==> src/rtl/blk_mm_pkg.sv <==
// Shared types and constants for the block matrix-multiply datapath.
// The helper composes row-major tile-buffer addresses from row/col counters.
package blk_mm_pkg;

  localparam int DEF_BLK_DIM = 4;
  localparam int DEF_MAC_LAT = 2;
  localparam int BIT_WIDTH   = 16;
  localparam int FRAC_WIDTH  = 8;

  typedef enum logic [2:0] {
    ST_IDLE,
    ST_ISSUE,
    ST_DRAIN,
    ST_WRITE,
    ST_DONE
  } state_t;

  // Payload carried alongside each operand read until it reaches the accumulator.
  typedef struct packed {
    logic vld;
    logic first;
  } mac_ctl_t;

  // Caller truncates the result to its own address width.
  function automatic logic [31:0] addr_compose(input logic [15:0] row,
                                               input logic [15:0] col,
                                               input int          cnt_w);
    return (32'(row) << cnt_w) | 32'(col);
  endfunction

endpackage

==> src/rtl/blk_mac_seq_if.sv <==
// Tile-buffer read / accumulator control / result handshake bundle.
// The sequencer is the master; buffers and result writer sit on the slave side.
interface blk_mac_seq_if #(
  parameter int ADDR_W = 4
);
  logic              rd_en;
  logic [ADDR_W-1:0] a_addr;
  logic [ADDR_W-1:0] b_addr;
  logic              acc_en;
  logic              acc_clr;
  logic              out_valid;
  logic              out_ready;
  logic [ADDR_W-1:0] out_addr;

  modport master (
    output rd_en, a_addr, b_addr, acc_en, acc_clr, out_valid, out_addr,
    input  out_ready
  );

  modport slave (
    input  rd_en, a_addr, b_addr, acc_en, acc_clr, out_valid, out_addr,
    output out_ready
  );
endinterface

==> src/rtl/mac_ctl_pipe.sv <==
// LAT-deep delay line for the {valid, first} control pair, matching the
// operand read-to-product latency; clr flushes every stage synchronously.
module mac_ctl_pipe
  import blk_mm_pkg::*;
#(
  parameter int LAT = 2
) (
  input  logic     clk,
  input  logic     clr,
  input  mac_ctl_t din,
  output mac_ctl_t dout
);

  mac_ctl_t [LAT:1] vld_pipe;

  always_ff @(posedge clk) begin
    if (clr) begin
      vld_pipe <= '0;
    end else begin
      vld_pipe[1] <= din;
      for (int s = 2; s <= LAT; s++) vld_pipe[s] <= vld_pipe[s-1];
    end
  end

  assign dout = vld_pipe[LAT];

endmodule

==> src/rtl/blk_mac_seq.sv <==
// Sequencer for one BLK_DIM x BLK_DIM output tile: issues the k-loop reads per
// element, waits out the MAC latency, then hands the element address to the result buffer.
module blk_mac_seq
  import blk_mm_pkg::*;
#(
  parameter int BLK_DIM = DEF_BLK_DIM,
  parameter int CNT_W   = $clog2(BLK_DIM),
  parameter int ADDR_W  = 2*CNT_W,
  parameter int MAC_LAT = DEF_MAC_LAT
) (
  input  logic          clk,
  input  logic          rst,
  input  logic          start,
  output logic          busy,
  output logic          done,
  blk_mac_seq_if.master bus
);

  localparam logic [CNT_W-1:0] LAST = CNT_W'(BLK_DIM - 1);
  localparam int               DW   = $clog2(MAC_LAT + 1);

  state_t            state, state_d;
  logic [CNT_W-1:0]  i, j, k;
  logic [DW-1:0]     dcnt;
  logic              rd_en, out_valid;
  logic [ADDR_W-1:0] a_addr, b_addr, out_addr;
  mac_ctl_t          ctl_in, ctl_out;

  always_ff @(posedge clk) begin
    if (rst) state <= ST_IDLE;
    else     state <= state_d;
  end

  always_comb begin
    state_d   = state;
    busy      = 1'b1;
    done      = 1'b0;
    rd_en     = 1'b0;
    out_valid = 1'b0;
    case (state)
      ST_IDLE: begin
        busy = 1'b0;
        if (start) state_d = ST_ISSUE;
      end
      ST_ISSUE: begin
        rd_en = 1'b1;
        if (k == LAST) state_d = ST_DRAIN;
      end
      ST_DRAIN: begin
        if (dcnt == '0) state_d = ST_WRITE;
      end
      ST_WRITE: begin
        out_valid = 1'b1;
        if (bus.out_ready)
          state_d = (i == LAST && j == LAST) ? ST_DONE : ST_ISSUE;
      end
      ST_DONE: begin
        done    = 1'b1;
        state_d = ST_IDLE;
      end
      default: state_d = ST_IDLE;
    endcase
  end

  // Counters advance with the FSM; all wraps are natural power-of-two rollovers.
  always_ff @(posedge clk) begin
    if (rst) begin
      i    <= '0;
      j    <= '0;
      k    <= '0;
      dcnt <= '0;
    end else begin
      case (state)
        ST_IDLE: begin
          if (start) begin
            i <= '0;
            j <= '0;
            k <= '0;
          end
        end
        ST_ISSUE: begin
          k <= k + 1'b1;
          if (k == LAST) dcnt <= DW'(MAC_LAT - 1);
        end
        ST_DRAIN: begin
          if (dcnt != '0) dcnt <= dcnt - 1'b1;
        end
        ST_WRITE: begin
          if (bus.out_ready) begin
            j <= j + 1'b1;
            if (j == LAST) i <= i + 1'b1;
          end
        end
        default: ;
      endcase
    end
  end

  assign a_addr   = ADDR_W'(addr_compose(16'(i), 16'(k), CNT_W));
  assign b_addr   = ADDR_W'(addr_compose(16'(k), 16'(j), CNT_W));
  assign out_addr = ADDR_W'(addr_compose(16'(i), 16'(j), CNT_W));

  // The first-k flag rides with the read so the accumulator loads rather than adds.
  assign ctl_in.vld   = rd_en;
  assign ctl_in.first = (k == '0);

  mac_ctl_pipe #(.LAT(MAC_LAT)) u_ctl_pipe (
    .clk  (clk),
    .clr  (rst),
    .din  (ctl_in),
    .dout (ctl_out)
  );

  assign bus.rd_en     = rd_en;
  assign bus.a_addr    = a_addr;
  assign bus.b_addr    = b_addr;
  assign bus.acc_en    = ctl_out.vld;
  assign bus.acc_clr   = ctl_out.vld & ctl_out.first;
  assign bus.out_valid = out_valid;
  assign bus.out_addr  = out_addr;

endmodule

==> src/flat_wrapper.sv <==
// flat-port wrapper written by rule: the top's interface ports become plain ports
module blk_mac_seq_flat import blk_mm_pkg::*;
#(
  parameter int BLK_DIM = DEF_BLK_DIM,
  parameter int CNT_W   = $clog2(BLK_DIM),
  parameter int ADDR_W  = 2*CNT_W,
  parameter int MAC_LAT = DEF_MAC_LAT
)
  (clk, rst, start, busy, done, bus_rd_en, bus_a_addr, bus_b_addr, bus_acc_en, bus_acc_clr, bus_out_valid, bus_out_addr, bus_out_ready);
  blk_mac_seq_if #(.ADDR_W(ADDR_W)) bus_i ();
  input  logic clk;
  input  logic rst;
  input  logic start;
  output logic busy;
  output logic done;
  output wire logic [$bits(bus_i.rd_en)-1:0] bus_rd_en;
  output wire logic [$bits(bus_i.a_addr)-1:0] bus_a_addr;
  output wire logic [$bits(bus_i.b_addr)-1:0] bus_b_addr;
  output wire logic [$bits(bus_i.acc_en)-1:0] bus_acc_en;
  output wire logic [$bits(bus_i.acc_clr)-1:0] bus_acc_clr;
  output wire logic [$bits(bus_i.out_valid)-1:0] bus_out_valid;
  output wire logic [$bits(bus_i.out_addr)-1:0] bus_out_addr;
  input wire logic [$bits(bus_i.out_ready)-1:0] bus_out_ready;
  assign bus_rd_en = bus_i.rd_en;
  assign bus_a_addr = bus_i.a_addr;
  assign bus_b_addr = bus_i.b_addr;
  assign bus_acc_en = bus_i.acc_en;
  assign bus_acc_clr = bus_i.acc_clr;
  assign bus_out_valid = bus_i.out_valid;
  assign bus_out_addr = bus_i.out_addr;
  assign bus_i.out_ready = bus_out_ready;
  blk_mac_seq #(.BLK_DIM(BLK_DIM), .CNT_W(CNT_W), .ADDR_W(ADDR_W), .MAC_LAT(MAC_LAT)) u_core (.clk(clk), .rst(rst), .start(start), .busy(busy), .done(done), .bus(bus_i));
endmodule
==> config.mk <==
export PLATFORM = sky130hd
export DESIGN_NAME = blk_mac_seq_flat
export DESIGN_NICKNAME = d
export VERILOG_FILES = /design/src/rtl/blk_mm_pkg.sv /design/src/rtl/blk_mac_seq_if.sv /design/src/rtl/mac_ctl_pipe.sv /design/src/rtl/blk_mac_seq.sv /design/src/flat_wrapper.sv
export SDC_FILE = /design/constraint.sdc
export NUM_CORES = 1
export LEC_CHECK = 0
export ABC_CLOCK_PERIOD_IN_PS = 1800
export CAP_MARGIN = 20
export CORE_MARGIN = 2
export CORE_UTILIZATION = 46
export DETAILED_ROUTE_END_ITERATION = 6
export MAX_ROUTING_LAYER = met4
export PLACE_DENSITY_LB_ADDON = 0.08
export SLEW_MARGIN = 20
export SYNTH_ARGS = -nofsm -noshare
export SYNTH_HDL_FRONTEND = slang
export SYNTH_SLANG_ARGS = --single-unit
==> constraint.sdc <==
create_clock -name clk -period 1.8 [get_ports clk]
set_input_delay 0.36 -clock clk [delete_from_list [all_inputs] [get_ports clk]]
set_output_delay 0.36 -clock clk [all_outputs]
set_load 0.05 [all_outputs]
==> results.md, run 1 <==
- GPL Wtd Cong: 0.837
- Fillers: 164
- Setup TNS: 0 ns
- Vias: 684
- Global route overflow: 0
- Initial DRC Count: 16
- Peak VDD IR: 0.348 mV
- N_diodes: 0
- Placed wire-length estimate: 1.12 mm
- Drc violations: 0
- CTS tree: yes
- Layout Area Growth over Synthesis: 33.8%
- Period Utilization, post-route: 0.961
- Post-route ant nets: 0
- Gate power share: 0.166
- Unique cell type count in the Yosys netlist: 31
- Fmax: 0.578 GHz
- Switch share: 0.274
- Switching power: 0.177 mW
- Clock Skew: 0.00421 ns
- Final Core Density: 0.637
- Avg Vias per Cell: 5.39
- Width of the die: 45.6 um
- Antenna violations before repair: 0
- Critical Path Start Type: flip-flop
- CORE AREA: 1670 sq um
- Most common cell after layout, fill and taps aside: buf_4
- Critical path class: reg -> out
- RSZ-0062 raised after global routing: false
- Synth Warn #: 0
- Flops & latches, synth: 15
- WP data arrival: 1.37 ns
- Die Y: 45.6 um
- Fin nets: 120
- Worst Hold Class: reg -> reg
- Maximum Capacitance Violations: 0
- Mapped Nets: 100
- Final number of hold-violating endpoints: 0
- I/O Buffers: 21
- Mapped Area: 796 sq um
- Routed WL: 1.54 mm
- DRT Pass-1 Iters: 4
- Num rows: 15
- Full die area: 2080 sq um
- # clock sinks: 15
- Critical Path End Type: output pin
- Post-route insts no fill: 127
- Clock Path Buffers: 2
- Final setup fails: 0
- CP required: 1.44 ns
- Static Leak: 0.445 nW
- Setup WS pre-CTS: 0.142 ns
- Post-synthesis sequential area ratio: 0.377
- Power Internal: 0.470 mW
- Placed cell count: 120
- CTS root buf: clkbuf_4
- Layout cells sized above 1: 0.309
- Post-Syn Instances: 91
- Rel. slew slack: 0.757
- Clock network fraction of total power: 0.292
- TritonCTS buffer count: 3
- Worst Path Max Fanout: 7
- Slew @ Worst Pin: 0.355 ns
- Most frequent cells in the layout: 19 x buf_4, 13 x dfxtp_1, 7 x inv_1
- Reg power frac: 0.542
- Pin count of the biggest net entering global routing: 19
- Fin. max-slew vios: 0
- Syn Area/Cell: 8.74 sq um
- Final Worst Setup Slack: 0.0705 ns
- Global Route Usage Sum: 0.176
- IO Pins: 22
- Status: complete, no violations
- Skew-Pair Late Insertion Delay: 0.28 ns
- Routed len/inst: 12.1 um
- Clock Pin Slew Worst Setup and Hold Paths: 0.09 ns
- Sequential Area: 305 sq um
- Tmin final: 1.73 ns
- First-pass GRT wire length: 2.55 mm
- Multi-input gate area: 412 sq um
- Initial Util: 0.476
- Power density cells: 608 nW/um^2
- Vias in the first global route: 594
- # H-tree levels: 1
power groups by stage:
| stage | Sequential, mW | Combinational [mW] | Clock (mW) |
|---|---|---|---|
| 2_1_floorplan | 0.366 | 0.0581 | 0 |
| 3_3_place_gp | 0.360 | 0.104 | 0 |
| 3_5_place_dp | 0.360 | 0.104 | 0 |
| 4_1_cts | 0.352 | 0.107 | 0.197 |
| 5_1_grt | 0.353 | 0.115 | 0.217 |
| 6_report | 0.351 | 0.107 | 0.189 |
layout make-up:
cell class                 count  area share
clock inverter                 1     0.00470
sequential                    15       0.287
tap                           17      0.0200
multi-input combinational     57       0.387
clock buffer                   3      0.0212
timing repair buffer          27       0.256
inverter                       7      0.0247
sequential cells by signal, summed over array words and instances, names as in the netlist:
register                    count
u_core.u_ctl_pipe.vld_pipe      2
u_core.dcnt                     2
u_core.u_ctl_pipe.dout          2
u_core.i                        2
u_core.k                        2
u_core.state                    3
u_core.j                        2
synth_stat cells, drive strengths merged:
library cell  count  area, sq um
dfxtp            15          300
buf               9         62.6
inv               7         26.3
nand2             6         22.5
a21oi             5         25.0
ha                5         62.6
nor2b             5         31.3
nand2b            4         25.0
nor2              4         15.0
a211oi            3         22.5
clkbuf            3         11.3
a2111oi           2         17.5
nand3             2         10.0
nor3b             2         20.0
o31ai             2         15.0
o32ai             2         17.5
or3               2         12.5
or3b              2         17.5
a21o              1         7.51
and2              1         6.26
mux2              1         15.0
nand3b            1         7.51
nand4             1         6.26
nand4b            1         8.76
nor3              1         5.00
nor4              1         6.26
o21ai             1         5.00
o22ai             1         6.26
or4               1         7.51
worst paths after layout:
kind | from | endpoint | slack [ns] | cells past startpoint
hold reg to reg | u_core.u_ctl_pipe.vld_pipe[1]$_SDFF_PP0_ | u_core.u_ctl_pipe.dout[1]$_SDFF_PP0_ | 0.45 | 1
setup / recovery | u_core.state[1]$_SDFFE_PP0P_ | busy | 0.07 | 3
hold / removal | u_core.u_ctl_pipe.vld_pipe[1]$_SDFF_PP0_ | u_core.u_ctl_pipe.dout[1]$_SDFF_PP0_ | 0.45 | 1
setup reg to reg | u_core.dcnt[0]$_SDFFE_PP0P_ | u_core.dcnt[1]$_SDFFE_PP0P_ | 0.24 | 5
kinds of logic (layout without fill, tap and decap cells):
kind of cell / Yosys count / after routing / synth area share
muxes: 1 / 1 / 0.0189
adders and majority gates: 5 / 5 / 0.0786
buffers and inverters: 19 / 38 / 0.126
DFF: 15 / 15 / 0.377
and+or+nand+nor: 34 / 34 / 0.253
AOI/OAI and AO/OA: 17 / 17 / 0.146
metal layers:
metal	vias up	wire, um	share of wire	track usage
met4	0	13	0.0084	0.0941
met3	2	69	0.045	0.0357
met2	16	695	0.45	0.242
li1	357	-	-	-
met5	-	0	0	-
met1	309	765	0.50	0.238
worst max-delay path, cell delays in order, from the launching register on:
cell and delay (ns):
dfxtp_4 0.37, buf_4 0.16, or3_4 0.40, buf_12 0.16
stage by stage:
stage | power, mW | hold slack (ns) | area, sq um
detailed placement | 0.464 | 0.427 | 998
finish | 0.648 | 0.446 | 1060
CTS | 0.656 | 0.450 | 1040
global placement | 0.463 | 0.419 | 998
floorplan | 0.424 | 0.414 | 801
global route | 0.686 | 0.472 | 1060
timing repair:
action,4_1_cts,5_1_grt
pin swaps,0,0
buffers inserted,0,3
hold buffers,0,0
gates resized for setup,5,0
setup endpoints to repair,2,1
(Power assumes the default switching activity.)
==> run 2: changes to the inputs <==
--- a/config.mk
+++ b/config.mk
@@ -7,7 +7,6 @@
 export LEC_CHECK = 0
 export ABC_CLOCK_PERIOD_IN_PS = 1800
 export CAP_MARGIN = 20
-export CORE_MARGIN = 2
 export CORE_UTILIZATION = 46
 export DETAILED_ROUTE_END_ITERATION = 6
 export MAX_ROUTING_LAYER = met4
==> results.md, run 2 (synthesized netlist as in run 1, its figures left out) <==
- Post-route ant nets: 0
- Placed cell count: 119
- Cts hold-fix bufs: 0
- Status: finished, violations left
- Initial DRC Count: 7
- Post-route insts no fill: 125
- Critical path class: reg -> out
- Worst R2R Setup Slack: 0.23 ns
- # H-tree levels: 1
- Cells along the critical path: buf_4, or3_1, buf_12
- Power Internal: 0.473 mW
- Reg-to-Reg Start: u_core.dcnt[0]$_SDFFE_PP0P_
- First-pass GRT wire length: 2.47 mm
- Switch share: 0.274
- Clock Pin Slew Worst Setup and Hold Paths: 0.09 ns
- Gate power share: 0.171
- Vias: 664
- Final number of hold-violating endpoints: 0
- Most flops, register: u_core.state
- Period Utilization, post-route: 0.970
- Reg power frac: 0.538
- GPL Wtd Cong: 0.717
- Final setup fails: 0
- CORE AREA: 1560 sq um
- WP data arrival: 1.39 ns
- Full die area: 1900 sq um
- Layout Area Growth over Synthesis: 30.2%
- Drc violations: 3
- Critical Path End Type: output pin
- Antenna violations before repair: 0
- Rel. slew slack: 0.753
- Die Y: 43.6 um
- Clock Path Buffers: 2
- Tmin final: 1.75 ns
- CTS root buf: clkbuf_4
- I/O Buffers: 21
- Num rows: 14
- Most common cell after layout, fill and taps aside: buf_4
- Clock network fraction of total power: 0.291
- Fmax: 0.573 GHz
- CP required: 1.44 ns
- Fin. max-slew vios: 0
- Critical Path Start Type: flip-flop
- Initial Util: 0.510
- Static Leak: 0.434 nW
- Routed len/inst: 11.5 um
- Global Route Usage Sum: 0.178
- Fin nets: 119
- Setup TNS: 0 ns
- Failing checks: DRC
- Skew-Pair Late Insertion Delay: 0.28 ns
- Critical-path top delay cell: or3_1
- CTS tree: yes
- Width of the die: 43.6 um
- IO Pins: 22
- Switching power: 0.178 mW
- Hold-critical path endpoint: u_core.u_ctl_pipe.dout[0]$_SDFF_PP0_
- Hold depth: 1
- Peak VDD IR: 0.446 mV
- DRT Pass-1 Iters: 5
- Slew @ Worst Pin: 0.361 ns
- Clock Skew: 0.00193 ns
- Worst Hold Launch: u_core.u_ctl_pipe.vld_pipe[0]$_SDFF_PP0_
- Critical path origin: u_core.state[0]$_SDFFE_PP0P_
- Global route overflow: 0
- DP Area: 985 sq um
- TritonCTS buffer count: 3
- Routed WL: 1.43 mm
- FF-to-FF End: u_core.dcnt[1]$_SDFFE_PP0P_
- Most frequent cells in the layout: 19 x buf_4, 13 x dfxtp_1, 7 x inv_1
- Power density cells: 629 nW/um^2
- N_diodes: 0
- Layout cells sized above 1: 0.294
- Slowest cell delay on critical path: 0.39 ns
- Worst r2r path cells: 5
- RSZ-0062 raised after global routing: false
- Maximum Capacitance Violations: 0
- Worst Hold Class: reg -> reg
- Design Area, Final: 1040 sq um
- Largest register FFs: 3
- Vias in the first global route: 579
- Placed wire-length estimate: 1.04 mm
- Avg Vias per Cell: 5.31
- Worst Path Max Fanout: 10
- # clock sinks: 15
- Pin count of the biggest net entering global routing: 19
## run 2: changes by cell type in the layout (fill, tap and decap cells not counted)
cell / change
or3_4: -1
dfxtp_4: -1
dfxtp_2: +1
buf_12: -1
or3_1: +1
## run 2: through the flow
step	power, mW	hold slack (ns)	setup slack, ns	utilization
floorplan	0.424	0.414	0.0839	-
global placement	0.461	0.419	0.142	0.632
detailed placement	0.463	0.420	0.0945	0.632
CTS	0.657	0.443	0.0446	0.655
global route	0.691	0.467	0.00841	0.665
finish	0.652	0.440	0.0536	0.665
## run 2: worst max-delay path by stage
| stage | cells past startpoint | end | slack (ns) |
|---|---|---|---|
| after floorplan | 2 | done | 0.08 |
| after global placement | 4 | u_core.i[0]$_SDFFE_PP0P_ | 0.14 |
| after detailed placement | 4 | u_core.i[0]$_SDFFE_PP0P_ | 0.09 |
| after CTS | 3 | busy | 0.04 |
| after global routing | 3 | busy | 0.008 |
| final | 3 | busy | 0.05 |
## run 2: power by group through the flow
stage          registers [mW]  logic (mW)  clock network [mW]
2_1_floorplan           0.366      0.0581                   0
3_3_place_gp            0.357       0.104                   0
3_5_place_dp            0.358       0.105                   0
4_1_cts                 0.350       0.107               0.200
5_1_grt                 0.352       0.118               0.221
6_report                0.350       0.111               0.190
## run 2: routing by layer
layer  up-vias  global-route usage  share of wire
met5         -                   -              0
met4         0              0.0188              0
met3         0              0.0750          0.056
met2        13               0.269           0.43
met1       301               0.228           0.51
li1        350                   -              -
## run 2: worst max-delay path, delay by kind of cell (launching register included)
kind | cells | cell delay, ns
AND/OR/NAND/NOR | 1 | 0.39
flip-flops | 1 | 0.38
buffers and inverters | 2 | 0.34
## run 2: final cells by class
type                    instances  area, sq um
clock buffers                   3         22.5
flip-flops and latches         15          303
repair buffers                 26          253
clock inverters                 1         5.00
multi-input cells              57          407
fillers                       137          523
well taps                      16         20.0
inverters                       7         26.3
## run 2: what timing repair did
item                                    4_1_cts  5_1_grt
setup buffers                                 0        2
resized for setup                             3        0
pin swaps                                     0        1
endpoints found under the setup margin        2        1
==> run 3: changes to the inputs <==
--- a/config.mk
+++ b/config.mk
@@ -6,8 +6,8 @@
 export NUM_CORES = 1
 export LEC_CHECK = 0
 export ABC_CLOCK_PERIOD_IN_PS = 1800
-export CAP_MARGIN = 20
 export CORE_UTILIZATION = 46
+export CTS_CLUSTER_DIAMETER = 40
 export DETAILED_ROUTE_END_ITERATION = 6
 export MAX_ROUTING_LAYER = met4
 export PLACE_DENSITY_LB_ADDON = 0.08
==> results of run 3 <==
No change in the layout: final DEF, timing and power equal those of run 2.
